## src/rtl/c64_dma_arbiter.sv

```systemverilog
// c64_dma_arbiter: hands the C64 expansion bus to the HPS DMA master via /DMA and AEC, honouring VIC-II BA.
// Define DMA_ARB_STATS_EN to get a live grant_cycles counter and a grant_count output.
module c64_dma_arbiter #(
  parameter int unsigned BA_HOLDOFF_CYCLES = 3,
  parameter int unsigned TIMEOUT_CYCLES    = 1024
) (
  input  logic        clk_sys,
  input  logic        rst,
  input  logic        phi2_in,
  input  logic        dma_req_n,
  input  logic        vic_ba_n,
  output logic        dma_ack,
  output logic        cpu_dma_n,
  output logic        aec_out,
  output logic [1:0]  bus_owner,
  output logic        phi2_fall,
  output logic        timeout_err,
`ifdef DMA_ARB_STATS_EN
  output logic [15:0] grant_cycles,
  output logic [15:0] grant_count
`else
  output logic [15:0] grant_cycles
`endif
);

  localparam logic [2:0] S_IDLE    = 3'd0;
  localparam logic [2:0] S_HOLDOFF = 3'd1;
  localparam logic [2:0] S_GRANTED = 3'd2;
  localparam logic [2:0] S_SUSPEND = 3'd3;
  localparam logic [2:0] S_RELEASE = 3'd4;

  localparam int unsigned HW = (BA_HOLDOFF_CYCLES < 2) ? 1 : $clog2(BA_HOLDOFF_CYCLES + 1);
  localparam logic [HW-1:0] HOLDOFF_INIT = HW'(BA_HOLDOFF_CYCLES);
  localparam bit WDOG_EN = (TIMEOUT_CYCLES != 0);

  logic [1:0]    phi2Sync_q;
  logic [1:0]    vicSync_q;
  logic [2:0]    state_q, state_d;
  logic [HW-1:0] holdCnt_q, holdCnt_d;
  logic [31:0]   wdogCnt_q, wdogCnt_d;
  logic          lockout_q, lockout_d;
  logic          timeout_q, timeout_d;
  logic          dmaAck_q, dmaAck_d;
  logic          cpuDmaN_q, cpuDmaN_d;
  logic          aec_q, aec_d;
  logic [1:0]    owner_q, owner_d;
  logic          fallEvt, vicFree;
  logic          grantEntry, grantTick;

  // Bit 0 is the first synchronizer stage, bit 1 the second.
  assign fallEvt = phi2Sync_q[1] & ~phi2Sync_q[0];
  assign vicFree = vicSync_q[1];

  always_comb begin
    state_d    = state_q;
    holdCnt_d  = holdCnt_q;
    wdogCnt_d  = wdogCnt_q;
    lockout_d  = lockout_q;
    timeout_d  = 1'b0;
    grantEntry = 1'b0;
    grantTick  = 1'b0;
    case (state_q)
      S_IDLE: begin
        if (dma_req_n) begin
          lockout_d = 1'b0;
        end else if (!lockout_q) begin
          state_d   = S_HOLDOFF;
          holdCnt_d = HOLDOFF_INIT;
        end
      end
      S_HOLDOFF: begin
        if (dma_req_n) begin
          state_d = S_RELEASE;
        end else if (fallEvt) begin
          if (holdCnt_q == '0) begin
            if (vicFree) begin
              state_d    = S_GRANTED;
              grantEntry = 1'b1;
              wdogCnt_d  = '0;
            end
          end else begin
            holdCnt_d = holdCnt_q - HW'(1);
          end
        end
      end
      S_GRANTED, S_SUSPEND: begin
        if (dma_req_n) begin
          state_d = S_RELEASE;
        end else if (fallEvt) begin
          grantTick = 1'b1;
          wdogCnt_d = wdogCnt_q + 32'd1;
          // The watchdog outranks a VIC-II suspend/resume on the same edge.
          if (WDOG_EN && (wdogCnt_d == 32'(TIMEOUT_CYCLES))) begin
            state_d   = S_RELEASE;
            timeout_d = 1'b1;
            lockout_d = 1'b1;
          end else if ((state_q == S_GRANTED) && !vicFree) begin
            state_d = S_SUSPEND;
          end else if ((state_q == S_SUSPEND) && vicFree) begin
            state_d = S_GRANTED;
          end
        end
      end
      S_RELEASE: begin
        if (fallEvt) begin
          state_d = S_IDLE;
        end
      end
      default: state_d = S_IDLE;
    endcase
  end

  always_comb begin
    dmaAck_d  = 1'b0;
    cpuDmaN_d = 1'b0;
    aec_d     = 1'b1;
    owner_d   = 2'd3;
    case (state_d)
      S_IDLE: begin
        cpuDmaN_d = 1'b1;
        owner_d   = 2'd0;
      end
      S_HOLDOFF: owner_d = 2'd1;
      S_GRANTED: begin
        dmaAck_d = 1'b1;
        aec_d    = 1'b0;
        owner_d  = 2'd2;
      end
      default: owner_d = 2'd3;
    endcase
  end

  always_ff @(posedge clk_sys) begin
    if (rst) begin
      phi2Sync_q <= 2'b00;
      vicSync_q  <= 2'b00;
      state_q    <= S_IDLE;
      holdCnt_q  <= '0;
      wdogCnt_q  <= '0;
      lockout_q  <= 1'b0;
      timeout_q  <= 1'b0;
      dmaAck_q   <= 1'b0;
      cpuDmaN_q  <= 1'b1;
      aec_q      <= 1'b1;
      owner_q    <= 2'd0;
    end else begin
      phi2Sync_q <= {phi2Sync_q[0], phi2_in};
      vicSync_q  <= {vicSync_q[0], vic_ba_n};
      state_q    <= state_d;
      holdCnt_q  <= holdCnt_d;
      wdogCnt_q  <= wdogCnt_d;
      lockout_q  <= lockout_d;
      timeout_q  <= timeout_d;
      dmaAck_q   <= dmaAck_d;
      cpuDmaN_q  <= cpuDmaN_d;
      aec_q      <= aec_d;
      owner_q    <= owner_d;
    end
  end

  assign dma_ack     = dmaAck_q;
  assign cpu_dma_n   = cpuDmaN_q;
  assign aec_out     = aec_q;
  assign bus_owner   = owner_q;
  assign phi2_fall   = fallEvt;
  assign timeout_err = timeout_q;

`ifdef DMA_ARB_STATS_EN
  logic [15:0] grantCycles_q;
  logic [15:0] grantCount_q;

  always_ff @(posedge clk_sys) begin
    if (rst) begin
      grantCycles_q <= 16'h0000;
      grantCount_q  <= 16'h0000;
    end else begin
      if (grantEntry) begin
        grantCycles_q <= 16'h0000;
        grantCount_q  <= grantCount_q + 16'd1;
      end else if (grantTick && (grantCycles_q != 16'hFFFF)) begin
        grantCycles_q <= grantCycles_q + 16'd1;
      end
    end
  end

  assign grant_cycles = grantCycles_q;
  assign grant_count  = grantCount_q;
`else
  assign grant_cycles = 16'h0000;
`endif

endmodule

```

## config.mk

```make
export PLATFORM = sky130hd
export DESIGN_NAME = c64_dma_arbiter
export DESIGN_NICKNAME = d
export VERILOG_FILES = /design/src/rtl/c64_dma_arbiter.sv
export SDC_FILE = /design/constraint.sdc
export NUM_CORES = 1
export LEC_CHECK = 0
export CORE_ASPECT_RATIO = 0.8
export CORE_MARGIN = 2
export CORE_UTILIZATION = 42
export DETAILED_ROUTE_END_ITERATION = 12
export PLACE_DENSITY = 0.69
export SKIP_CTS_REPAIR_TIMING = 1
export SLEW_MARGIN = 20
export SYNTH_ARGS = -nofsm -noshare
export SYNTH_HDL_FRONTEND = slang
export SYNTH_SLANG_ARGS = --single-unit
```

## constraint.sdc

```tcl
create_clock -name clk_sys -period 6.2 [get_ports clk_sys]
set_input_delay 1.55 -clock clk_sys [delete_from_list [all_inputs] [get_ports clk_sys]]
set_output_delay 1.55 -clock clk_sys [all_outputs]
set_load 0.05 [all_outputs]
```

# Word level (Yosys, flattened, before mapping)
# Index checks and enable logic that the tools add are counted.
totals:
  n_memories: 0
  ff_bits: 48
  mem_bits_rw: 0
  romBits: 0
  latchBits: 0
  input_bits: 5
  wordCells: 85
op_classes:
  order_cmp: 0
  n_bitwise: 4
  addsub: 2
  n_reduce_logical: 14
  div_mod_pow: 0
  mul: 0
  muxes: 36
  shifts: 0
  n_eq_ne: 18
ops:
  columns: ["cell", "n"]
  rows:
  - ["two-way mux 32 bit", 6]
  - ["one-hot mux 32 bit (2 select lines)", 1]
  - ["two-way mux 3 bit", 12]
  - ["adder 32 x 1 -> 32 bit, second input constant", 1]
  - ["equality test 32 x 11 -> 1 bit, second input constant", 1]
  - ["inequality test 2 bit, second input constant", 11]
  - ["one-hot mux 3 bit (4 select lines)", 1]
  - ["two-way mux 2 bit", 5]
  - ["equality test 3 x 2 -> 1 bit, second input constant", 3]
  - ["two-way mux 1 bit", 8]
  - ["AND reduction 7 bit", 1]
  - ["equality test 3 x 1 -> 1 bit, second input constant", 2]
  - ["zero test 3 bit", 2]
  - ["one-hot mux 2 bit (3 select lines)", 1]
  - ["AND reduction 6 bit", 1]
  - ["nonzero test 2 bit", 3]
  - ["AND reduction 5 bit", 1]
  - ["one-hot mux 2 bit (2 select lines)", 1]
  - ["OR reduction 4 bit", 1]
  - ["equality test 3 bit, second input constant", 1]
  - ["NOT 1 bit", 3]
  - ["logical AND 1 bit", 2]
  - ["zero test 2 bit", 1]
  - ["one-hot mux 1 bit (2 select lines)", 1]
  - ["4 further kinds", 4]

# Depth between registers and ports, before layout
# Gate-level depths: netlist (run 1).
depth:
  depth_word: 10
  mapped_depth: 10
  ltp_nobuf: 9

# Least setup slack after synthesis (run 1)
# OpenSTA, ideal clock, no wires.
synth_path:
  path_type: "input port to flip-flop"
  start: "input port dma_req_n"
  end: "register wdogCnt_q[6]"
  t_arrival_ns: 2.983
  stages: 5
  path_buffers: 2
  slack_ns: 3.146
  path_cell_list: "clkbuf_1 -> or3_1 -> clkbuf_1 -> or4b_2 -> a21oi_1"
synth_via:
  elab_chain_len: 2
synth_lines:
  columns: ["item", "line", "source"]
  rows:
  - ["start, declared", "10", "input logic dma_req_n,"]
  - ["inequality test 2 bit (no source line)", null, null]
  - ["AND reduction 7 bit (no source line) *", null, null]
  - ["end signal, assigned", "151", "wdogCnt_q <= wdogCnt_d;"]
  - ["end, declared", "40", "logic [31:0] wdogCnt_q, wdogCnt_d;"]
# Every way passes the cells marked *; elsewhere a longest branch is shown, timed or not.
# A chain may end at the register's enable or synchronous reset.

# Worst setup path after layout (run 1)
layout_path:
  start: "register wdogCnt_q[0]"
  end: "register dmaAck_q, in the netlist dma_ack"
layout_via:
  elab_chain_len: 8
layout_lines:
  columns: ["item", "line", "source"]
  rows:
  - ["adder 32 x 1 -> 32 bit", "91", "wdogCnt_d = wdogCnt_q + 32'd1;"]
  - ["equality test 32 x 11 -> 1 bit", "93", "if (WDOG_EN && (wdogCnt_d == 32'(TIMEOUT_CYCLES))) begin"]
  - ["two-way mux 3 bit", "93", null]
  - ["two-way mux 3 bit", "89", "end else if (fallEvt) begin"]
  - ["two-way mux 3 bit", "87", "if (dma_req_n) begin"]
  - ["one-hot mux 3 bit (4 select lines)", "62", "case (state_q)"]
  - ["equality test 3 x 2 -> 1 bit", "118", "case (state_d)"]
  - ["two-way mux 1 bit", "118", null]
  - ["end signal, assigned", "154", "dmaAck_q <= dmaAck_d;"]
  - ["end, declared", "43", "logic dmaAck_q, dmaAck_d;"]
# Every way passes these cells.

==> results of run 1 <==
-- worst max path at each step --
stage,startpoint,end,cells after the start
after global routing,wdogCnt_q[0],dma_ack,9
after global placement,dma_req_n,wdogCnt_q[14],6
after CTS,wdogCnt_q[0],dma_ack,9
final,wdogCnt_q[0],dma_ack,9
after floorplan,dma_req_n,wdogCnt_q[6],5
after detailed placement,dma_req_n,wdogCnt_q[14],6
-- report_power, final --
group / total (uW) / internal (uW) / leakage [uW] / switching [uW]
clock network: 240 / 122 / 0.0000583 / 118
logic: 56.4 / 13.3 / 0.000596 / 43.1
registers: 317 / 313 / 0.000389 / 3.92
total: 613 / 448 / 0.00104 / 165
-- cell type report --
class	instances	area, um2	share of cell area [%]
clock buffers	5	68.8	2.15
clock inverters	3	47.5	1.48
inverters	6	22.5	0.703
multi-input cells	320	1860	57.9
flip-flops and latches	48	961	30.0
well taps	87	109	3.40
repair buffers	15	140	4.37
-- kinds of logic (layout without fill, tap and decap cells) --
kind of cell	after synthesis	after routing
other	1	16
muxes	1	1
adders and majority gates	2	2
AOI/OAI and AO/OA	105	105
buffers and inverters	60	29
xor gates and xnor gates	12	12
DFF	48	48
and+or+nand+nor	184	184
-- metrics by stage --
step	hold WS (ns)	setup WS, ns	cell area (um2)
finish	0.449	2.53	3210
global route	0.467	2.20	3210
CTS	0.456	2.60	3210
detailed placement	0.431	2.42	3090
global placement	0.427	2.47	3090
floorplan	0.414	3.15	3100
-- state kept, by name (all words and copies together), names as in the netlist --
signal,count
aec_out,1
bus_owner,2
cpu_dma_n,1
dma_ack,1
holdCnt_q,2
lockout_q,1
phi2Sync_q,2
state_q,3
timeout_err,1
vicSync_q,2
wdogCnt_q,32
-- per-layer routing --
| metal | track usage, % | part of all wire (%) | vias to the layer above |
|---|---|---|---|
| met2 | 30.2 | 44 | 90 |
| met4 | 4.52 | 0.65 | 0 |
| li1 | - | - | 1443 |
| met3 | 3.31 | 5.2 | 5 |
| met5 | 0 | 0 | - |
| met1 | 26.7 | 50 | 1379 |
-- placed cells by master (no fill, tap or decap), types with 11 or more instances in the layout --
cell type,n
sky130_fd_sc_hd__nor3_1,27
sky130_fd_sc_hd__a21oi_1,33
sky130_fd_sc_hd__nand4_1,14
sky130_fd_sc_hd__nor4_1,11
sky130_fd_sc_hd__dfxtp_1,48
sky130_fd_sc_hd__nand3_1,14
sky130_fd_sc_hd__a311oi_1,11
sky130_fd_sc_hd__clkdlybuf4s50_1,11
sky130_fd_sc_hd__nor2_1,47
sky130_fd_sc_hd__conb_1,16
sky130_fd_sc_hd__o21ai_0,26
sky130_fd_sc_hd__nand2_1,28
==> reports/metrics.yaml, run 1 <==
outcome: "finished clean"
cts_made_buffers: 5
yosysTopAreaCell: "sky130_fd_sc_hd__dfxtp_1"
grt_start_max_net_pins: 42
htreeDepth: 2
grt_first_pass_wirelength_um: 12600
finalClockSkew_ns: 0.00992
num_rows: 27
post_synth_edffs: 0
arrival_ns: 3.89
timing.critical_path.buf_inv: 0
synth-async-reset-ratio_pct: 0
yosys_register_bits: 48
min-delay-path-class: "reg -> reg"
syn_area_mm2: 0.00305
nNetsFinal: 403
dominant_combinational_cell_family_by_area_after_synthesis: "simple AND/OR/NAND/NOR gates"
drc: 0
period_share_pct: 59.2
route.detailed.wl_per_inst_um: 14.9
clk_pin_slew_ns: 0.10
hold_path_end: "vicSync_q[1]"
netlist-cell-type-count: 48
endpoint_required_time_on_the_critical_path_ns: 6.42
worst_hold_path.num_cells: 1
grt_antenna_before_repair: 0
final-setup-viol-count: 0
cts_root_buf: "sky130_fd_sc_hd__clkbuf_8"
io_buffer_count: 11
r2r_cells: 9
io_pins: 28
number_of_endpoints_with_negative_hold_slack_in_the_final_report: 0
cp_slowest_cell: "sky130_fd_sc_hd__or4_1"
rrSetupSlack_ns: 2.53
syn_inst: 413
detail_route.vias_per_cell: 6.03
initial_util_pct: 43.8
die_y_um: 80.2
synthesis.area_per_instance_um2: 7.38
complex_gate_fraction_of_the_synthesized_area_pct: 22.2
first_global_vias: 2599
worst_r2r_startpoint: "wdogCnt_q[0]"
yosys.cell_count.top_type: "sky130_fd_sc_hd__dfxtp_1"
filler_cell_count: 718
route.antenna.remaining_nets: 0
cp_slowest_stage_delay_ns: 0.78
grt_overflow_total: 0
clock_sink_count: 48
place_inst: 476
grt.total_usage_pct: 19.0
layout-area-overhead-vs-synth_pct: 5.17
cts_tree: "done"
crit_fanout: 10
num_vias: 2917
synth_simple_gate_area_share_pct: 31.7
total_leakage_power_uw: 0.00104
synth_flop_cell: "sky130_fd_sc_hd__dfxtp_1"
setup-tns-final_ns: 0
clock_latency_ns: 0.31
synth-seq-area-share_pct: 31.5
slew_headroom_pct: 40.9
layout_utilization_pct: 46.1
place.detailed.hpwl_um: 4730
launch_point_of_the_worst_hold_path: "vicSync_q[0]"
synth_largest_type_area_fraction_pct: 31.5
gp_congestion: 0.859
slew_viol_final: 0
synth-xor-area-share_pct: 3.45
max_cap_viol_count: 0
fp.dieW_um: 99.2
endpoint_kind: "register"
cts-root-to-sink-buffers: 2
yosys.area_share.adder_pct: 0.821
power_density_mw_per_mm2: 191
drt-pass1-iter-count: 5
setup_repair_after_global_routing_missed_its_margin: "no"
layout-drive-gt1-share_pct: 6.30
muxShareOfSynthArea_pct: 0.328
setup.worst_path.class: "reg -> reg"
final.min_clock_period_ns: 3.67
ys_top_cells_by_area: "sky130_fd_sc_hd__dfxtp_1 32%, sky130_fd_sc_hd__nor2_1 5.8%, sky130_fd_sc_hd__a21oi_1 5.4%"
critical_path.reg2reg.endpoint: "dma_ack"
final_cell_count_no_fill: 484
vdd.ir_drop.worst_mv: 0.151
critical_path.cell_chain: "ha_1, nand4_2, or4_1, o21a_1, a211oi_1, nand4_1, nor4_1, a21oi_1, and4_1"
start_kind: "register"
drt_wl_total_um: 7210
yosys-top-cells-count: "48 x sky130_fd_sc_hd__dfxtp_1, 47 x sky130_fd_sc_hd__nor2_1, 33 x sky130_fd_sc_hd__a21oi_1"
synth_warnings: 0
post_layout_total_power_uw: 613
die_area_mm2: 0.00796
max_clock_freq_mhz: 272
antenna_diode_count: 0
core_area_mm2: 0.00696
worst_margin_slew_ns: 0.879
detail_route.iter0.violations: 215
timing.critical_path.max_delay_family: "simple AND/OR/NAND/NOR gates"
Power figures use the tool's default switching activity.
==> run 2: changes to the inputs <==
==> constraint.sdc (replaced) <==
create_clock -name clk_sys -period 3.5 [get_ports clk_sys]
set_input_delay 0.875 -clock clk_sys [delete_from_list [all_inputs] [get_ports clk_sys]]
set_output_delay 0.875 -clock clk_sys [all_outputs]
set_load 0.05 [all_outputs]
==> reports/metrics.yaml, run 2 (synthesis gave the netlist of run 1 again) <==
vdd.ir_drop.worst_mv: 0.130  # -14%
grt_antenna_before_repair: 0  # unchanged
outcome: "finished clean"
grt_overflow_total: 0  # unchanged
grt.total_usage_pct: 20.0  # +0.99 points
cts_made_buffers: 5  # unchanged
nNetsFinal: 414  # +2.7%
io_buffer_count: 11  # unchanged
cts_tree: "done"
max_clock_freq_mhz: 312  # +15%
first_global_vias: 2524  # -2.9%
clk_pin_slew_ns: 0.10  # about the same
setup.worst_path.class: "reg -> reg"
htreeDepth: 2  # unchanged
register_name_with_the_most_flops: "wdogCnt_q"
finalClockSkew_ns: 0.00802  # -0.00191 ns
min-delay-path-class: "reg -> reg"
place.detailed.hpwl_um: 5270  # +11%
initial_util_pct: 43.8  # unchanged
die_area_mm2: 0.00796  # unchanged
postPlaceCellArea_mm2: 0.00317  # +2.7%
drt_wl_total_um: 7720  # +7.1%
detail_route.iter0.violations: 317  # +47%
clock_latency_ns: 0.32  # about the same
io_pins: 28  # unchanged
antenna_diode_count: 0  # unchanged
cts_root_buf: "sky130_fd_sc_hd__clkbuf_8"
fp.dieW_um: 99.2  # unchanged
detail_route.vias_per_cell: 6.06  # +0.63%
setup_repair_after_global_routing_missed_its_margin: "no"
grt_first_pass_wirelength_um: 12700  # +0.93%
core_area_mm2: 0.00696  # unchanged
layout-drive-gt1-share_pct: 8.82  # +2.5 points
setup-tns-final_ns: 0  # unchanged
max_cap_viol_count: 0  # unchanged
final.min_clock_period_ns: 3.20  # -0.469 ns
mostFrequentLayoutCells: "48 x sky130_fd_sc_hd__dfxtp_1, 47 x sky130_fd_sc_hd__nor2_1, 33 x sky130_fd_sc_hd__a21oi_1"
route.detailed.wl_per_inst_um: 15.6  # +4.7%
die_y_um: 80.2  # unchanged
drt-pass1-iter-count: 5  # unchanged
cts-root-to-sink-buffers: 2  # unchanged
number_of_endpoints_with_negative_hold_slack_in_the_final_report: 0  # unchanged
number_of_flip_flops_under_the_largest_register_name: 32  # unchanged
grt_start_max_net_pins: 42  # unchanged
drc: 0  # unchanged
period_share_pct: 91.5  # +32 points
layout_top_registers: "wdogCnt_q (32), state_q (3)"
place_inst: 487  # +2.3%
finish.instance_area_mm2: 0.00329  # +2.5%
route.antenna.remaining_nets: 0  # unchanged
arrival_ns: 3.47  # -0.42 ns
layout-area-overhead-vs-synth_pct: 7.84
post_layout_total_power_uw: 1090  # +77%
endpoint_required_time_on_the_critical_path_ns: 3.77  # -2.65 ns
total_leakage_power_uw: 0.00110  # +5.0%
power_density_mw_per_mm2: 331  # +73%
start_kind: "register"
worst_margin_slew_ns: 0.551  # -0.328 ns
layout.cells.most_common: "sky130_fd_sc_hd__dfxtp_1"
endpoint_kind: "register"
final-setup-viol-count: 0  # unchanged
slew_headroom_pct: 62.9  # +22 points
clock_sink_count: 48  # unchanged
num_rows: 27  # unchanged
final_cell_count_no_fill: 495  # +2.3%
slew_viol_final: 0  # unchanged
crit_fanout: 10  # unchanged
num_vias: 3002  # +2.9%
final.hold.worst_slack_ns: 0.453  # +0.00411 ns
gp_congestion: 0.964  # +12%
-- run 2: cell types whose count changed in the layout (fill, tap and decap cells not counted), sizes merged --
| cell | previous run | this run |
|---|---|---|
| clkinvlp | 0 | 1 |
| inv | 6 | 7 |
| buf | 4 | 15 |
| clkinv | 2 | 0 |
-- run 2: layout make-up --
type	count	area, um2
Inverter	6	22.5
Tap cell	87	109
Multi-Input combinational cell	320	1860
Clock buffer	5	68.8
Clock inverter	3	46.3
Timing Repair Buffer	26	223
Sequential cell	48	961
Fill cell	708	3670
-- run 2: path summary, 6_finish.rpt --
| check | startpoint | to | slack, ns | cells after the start |
|---|---|---|---|---|
| worst max-delay path | wdogCnt_q[2] | dma_ack | 0.30 | 8 |
| worst min-delay path | vicSync_q[0] | vicSync_q[1] | 0.45 | 1 |
| worst max register to register | wdogCnt_q[2] | dma_ack | 0.30 | 8 |
| worst min register to register | vicSync_q[0] | vicSync_q[1] | 0.45 | 1 |
-- run 2: stage by stage --
stage                     util (%)  worst slack, ns
after global routing          47.2           0.0777
final                         47.2            0.298
after detailed placement      45.6            0.327
after floorplan                  -            0.455
after CTS                     47.2            0.300
after global placement        45.6            0.353
-- run 2: layer usage --
metal | vias to the layer above | part of all wire [%] | track usage (%)
li1 | 1467 | - | -
met1 | 1383 | 49 | 29.7
met3 | 12 | 8.9 | 5.74
met4 | 0 | 1.1 | 5.34
met5 | - | 0 | 0
met2 | 140 | 41 | 27.8
-- run 2: power breakdown --
part           internal (uW)  total [uW]  switching, uW  leakage, uW
clock network            215         425            209    0.0000548
registers                554         561           7.05     0.000389
logic                   23.5         101           77.4     0.000652
total                    793        1090            294      0.00110
-- run 2: worst max-delay path, cell delays in order, from the launching register on --
cell and delay (ns):
sky130_fd_sc_hd__dfxtp_1 0.54, sky130_fd_sc_hd__nand3_4 0.15, sky130_fd_sc_hd__or4_1 0.70, sky130_fd_sc_hd__o31a_1 0.34
sky130_fd_sc_hd__a2111oi_2 0.28, sky130_fd_sc_hd__nand4_1 0.16, sky130_fd_sc_hd__or4_4 0.60, sky130_fd_sc_hd__a21oi_4 0.20
sky130_fd_sc_hd__and4_1 0.18
